$ cat src/rtl/timer_pkg.sv
// Shared types for the delay timer.
// State encoding and counting-mode selectors.
package timer_pkg;

  typedef enum logic [1:0] {
    IDLE = 2'd0,
    RUN  = 2'd1,
    DONE = 2'd2
  } state_e;

  localparam int MODE_SAT  = 0;
  localparam int MODE_WRAP = 1;

endpackage

$ cat src/rtl/delay_timer.sv
// Armable up-counter with a sticky threshold flag and a
// terminal action that either saturates or wraps.
module delay_timer
  import timer_pkg::*;
#(
  parameter int WIDTH     = 3,
  parameter int THRESHOLD = 3,
  parameter int MAX_COUNT = 7,
  parameter int MODE      = 0
) (
  input  logic             clk,
  input  logic             clear_n,
  input  logic             start,
  input  logic             en,
  input  logic             sclr,
  output logic [WIDTH-1:0] count,
  output logic             delay,
  output logic             done,
  output logic             wrap,
  output logic             busy
);

  if (!(THRESHOLD >= 0 &&
        THRESHOLD <= MAX_COUNT &&
        MAX_COUNT <= (2**WIDTH) - 1 &&
        (MODE == MODE_SAT || MODE == MODE_WRAP)))
  begin : g_bad_params
    $error("delay_timer: illegal parameters");
  end

  localparam logic [WIDTH-1:0] THR  = WIDTH'(THRESHOLD);
  localparam logic [WIDTH-1:0] MAXC = WIDTH'(MAX_COUNT);

  state_e           state;
  state_e           state_n;
  logic [WIDTH-1:0] count_n;
  logic             delay_n;
  logic             done_n;
  logic             wrap_n;

  // sclr beats start beats advance; wrap is a pulse
  always_comb begin
    state_n = state;
    count_n = count;
    delay_n = delay;
    done_n  = done;
    wrap_n  = 1'b0;
    if (sclr) begin
      state_n = IDLE;
      count_n = '0;
      delay_n = 1'b0;
      done_n  = 1'b0;
    end else if (start) begin
      state_n = RUN;
      count_n = '0;
      delay_n = 1'b0;
      done_n  = 1'b0;
    end else if (state == RUN && en) begin
      if (count == THR)
        delay_n = 1'b1;
      if (count == MAXC) begin
        if (MODE == MODE_WRAP) begin
          count_n = '0;
          wrap_n  = 1'b1;
        end else begin
          state_n = DONE;
          done_n  = 1'b1;
        end
      end else begin
        count_n = count + 1'b1;
      end
    end
  end

  always_ff @(posedge clk or negedge clear_n) begin
    if (!clear_n) begin
      state <= IDLE;
      count <= '0;
      delay <= 1'b0;
      done  <= 1'b0;
      wrap  <= 1'b0;
    end else begin
      state <= state_n;
      count <= count_n;
      delay <= delay_n;
      done  <= done_n;
      wrap  <= wrap_n;
    end
  end

  assign busy = (state == RUN);

endmodule

$ cat config.mk
export PLATFORM = sky130hd
export DESIGN_NAME = delay_timer
export DESIGN_NICKNAME = d
export VERILOG_FILES = /design/src/rtl/timer_pkg.sv /design/src/rtl/delay_timer.sv
export SDC_FILE = /design/constraint.sdc
export NUM_CORES = 1
export LEC_CHECK = 0
export BUFFER_PORTS_ARGS = -buffer_cell sky130_fd_sc_hd__buf_2
export CAP_MARGIN = 5
export CORE_AREA = 2 2 39 41
export CTS_BUF_LIST = sky130_fd_sc_hd__clkbuf_16
export CTS_CLUSTER_SIZE = 24
export DETAILED_ROUTE_END_ITERATION = 16
export DIE_AREA = 0 0 41 43
export PLACE_DENSITY = 0.61
export SETUP_SLACK_MARGIN = 0.15
export SKIP_CTS_REPAIR_TIMING = 1
export SLEW_MARGIN = 20
export SYNTH_ARGS = -nofsm -noshare
export SYNTH_HDL_FRONTEND = slang
export SYNTH_SLANG_ARGS = --single-unit
$ cat constraint.sdc
create_clock -name clk -period 1.5 [get_ports clk]
set_input_delay 0.15 -clock clk [delete_from_list [all_inputs] [get_ports clk]]
set_output_delay 0.15 -clock clk [all_outputs]
set_load 0.02 [all_outputs]
==> parameters.txt <==
Parameter                              Value

Clock tree
  Buffer depth of the longest clock path ... 2
  H-tree depth ... 1
  Clock-pin slew on the worst setup and hold paths ... 40 ps
  Number of clock sinks seen by CTS ... 6
  Clock tree from TritonCTS ... done
  Number of clock buffers inserted by TritonCTS ... 3
  Clock latency on the worst-skew pair ... between 200 and 250 ps
  Clock tree root buffer cell ... sky130_fd_sc_hd__clkbuf_16

Die
  Area of the placeable core ... 0.001384 sq mm
  Starting utilization of the core area ... between 20% and 30%
  Standard-cell rows ... 14
  X dimension of the die ... approximately 41 um
  Die outline height ... 43 um
  Number of I/O pins ... 12
  Die Area ... 0.001763 sq mm

Global route
  GR Util All Layers ... 10.97%
  First-pass GRT wire length ... 1159 um
  Vias in the first global route ... approximately 290
  Initial antenna violation count ... 0
  Overflow left after global routing ... 0
  Maximum number of pins on one net before global-route repair ... 11

Hold path
  Destination of the worst hold path ... state[0]
  Launch point of the worst hold path ... en
  Worst hold path depth ... 2
  Tightest Hold Check Type ... in2reg

Routing
  Uppermost signal routing layer after detailed routing ... met4
  Post-detailed-routing wire length ... 792 um
  Met1 wire length ... 344 um
  Wirelength per Cell ... 12.38 um
  Detailed route wirelength on metal3 ... 63 um
  Met2 WL post-DR ... 361 um
  Iter 0 DRT Violations ... 4
  DRC ... 0
  Final ANT Viol Nets ... 0
  Number of optimization iterations in the first detailed-route pass ... 3
  Via/cell ratio ... 4.656
  DR vias ... roughly 300

Status
  Violated checks ... setup timing
  Status ... finished with violations

Power and ir drop
  Sequential fraction of design power ... between 20% and 30%
  Fraction of power consumed by the clock network ... 68.0%
  Switch Pwr ... 128.9 uW
  Switch share ... 19.57%
  Power per cell area ... 1172 mW/mm^2
  Pint ... 529.7 uW
  Leakage ... 0.0002588 uW
  Combinational fraction of design power ... under 10%
  Worst VDD drop ... between 400 and 500 uV

Job
  Total of max-cap violations ... 0

Critical path
  R2R Path End ... count[0]
  Classification of the worst setup path ... reg2reg
  Reg2reg start ... count[1]
  Number of cells traversed by the worst register-to-register path ... 4
  Required time reported for the critical path endpoint ... 1610 ps
  Crit. End Element ... register
  Cell-by-cell listing of the critical path ... ha_4, ha_4, and4bb_4, mux2_4
  Largest delay contributor family on the critical path ... flip-flops
  CP max stage cell ... sky130_fd_sc_hd__dfrtp_2
  Register-to-register setup slack ... -1 ps
  Data arrival, critical path ... 1610 ps
  Crit path max fanout ... 3
  Delay of the slowest cell on the worst path ... 420 ps
  Crit path launch ... count[1]
  Critical path buffer and inverter count ... 0
  Most frequent cell on the critical path ... sky130_fd_sc_hd__ha_4
  Sort of element at the start of the critical path ... register

STA
  Setup TNS ... -1.002 ps
  Minimum clock period ... 1501 ps
  Hold Vio Cnt, Final ... 0
  Final count of pins violating max slew ... 0
  Final worst slack ... -1.002 ps
  Fmax ... 666.2 MHz
  Endpoints failing setup ... 1
  Final period util ... 100.1%
  Unrepaired setup endpoints after global routing ... true
  Fin Clk Skew ... approximately 3.3 ps

Synthesis
  Multiplexer share of the synthesized area ... between 10% and 20%
  Warning count from the yosys run ... 0
  Largest family of logic cells by synthesized area ... simple AND/OR/NAND/NOR gates
  Compound-cell area share of the yosys netlist ... 6.102%
  Post-Synthesis Net Count ... 41
  Mean instance size in the synthesized netlist ... 11.18 sq um
  Gate count after technology mapping ... 33
  Xor/xnor cell area share of the yosys netlist ... 0%
  Synth Register Bits ... 6
  Simple-gate area share of the yosys netlist ... about a quarter
  Adder and majority gate portion of the synthesized area ... 10.17%
  Unique cell type count in the Yosys netlist ... 17
  Proportion of synthesized chip area in sequential cells ... 40.68%
  Netlist area before placement ... around 370 sq um

Cells and area
  Most common cell after layout, fill and taps aside ... sky130_fd_sc_hd__buf_2
  Non-filler instance count after layout ... 64
  Number of nets in the layout ... 57
  Antenna Cells ... 0
  Commonest cells after routing, fill and taps aside ... 10 x sky130_fd_sc_hd__buf_2, 4 x sky130_fd_sc_hd__nor3b_1, 4 x sky130_fd_sc_hd__dfrtp_1
  Layout overhead on the synthesized area ... 52.20%
  Post-Route Utilization ... 40.60%
  Share of post-route cells with drive strength above 1 ... between 50% and 60%

Placed design
  Cell count after placement ... 59
  Routability congestion estimate ... slightly below 0.7
  Number of buffers added on ports ... 10
[how the worst max path moves through the flow]
stage          endpoint  slack (ps)  cells past startpoint
2_1_floorplan  count[0]         -60                      4
3_3_place_gp   count[0]         -30                      4
3_5_place_dp   count[0]         -40                      4
4_1_cts        count[0]         -40                      4
5_1_grt        count[0]         -30                      4
6_report       count[0]          -1                      4
[power groups by stage]
| stage | sequential [uW] | clock (uW) | combinational, uW |
|---|---|---|---|
| global route | 169 | 464 | 46.2 |
| finish | 169 | 448 | 42.2 |
| floorplan | 172 | 0 | 25.9 |
| detailed placement | 171 | 0 | 40.9 |
| global placement | 171 | 0 | 39.3 |
| CTS | 169 | 456 | 41.0 |
[stage by stage]
step | hold slack (ps) | worst slack [ps] | power [uW] | area, sq um
global placement | -17.79 | -34.77 | 210.0 | 473.0
detailed placement | -13.16 | -36.93 | 211.9 | 473.0
finish | 176.4 | -1.002 | 658.6 | 561.8
CTS | -258.8 | -42.52 | 666.3 | 551.8
floorplan | -145.6 | -58.55 | 197.6 | 396.6
global route | 179.4 | -33.28 | 679.7 | 561.8
[area by class of cell]
type	count	area, sq um
sequential	6	152.6
tap	16	20.02
clock buffer	3	75.07
multi-input combinational	22	220.2
inverter	2	7.507
clock inverter	1	3.754
fill	137	822.0
timing repair buffer	14	82.58
[flip-flops by register name, indices dropped and copies added (netlist names)]
register  flops
state         1
delay         1
count         3
done          1
[logic make-up after synthesis]
group           after synthesis
simple gates                 12
flops                         6
buf+inv                       5
compound gates                3
mux                           3
fa+ha+maj                     3
other cells                   1
[synthesized netlist by cell type (all sizes together)]
cell type,number,area (sq um)
inv,2,7.510
conb,1,3.750
a211oi,1,7.510
dfrtp,6,150.1
nor3,3,15.01
nor3b,4,30.03
and2b,1,8.760
a31oi,1,6.260
clkbuf,1,3.750
and4bb,1,16.27
nor2,2,7.510
ha,3,37.54
a311oi,1,8.760
buf,2,12.51
nand4b,1,8.760
mux2,3,45.04
[routing by layer]
layer  track usage, %  up-vias
met1            11.65      139
met2            15.31       12
met4            10.00        0
li1                 -      145
met5                0        -
met3            4.712        2
Power figures use the tool's default switching activity.
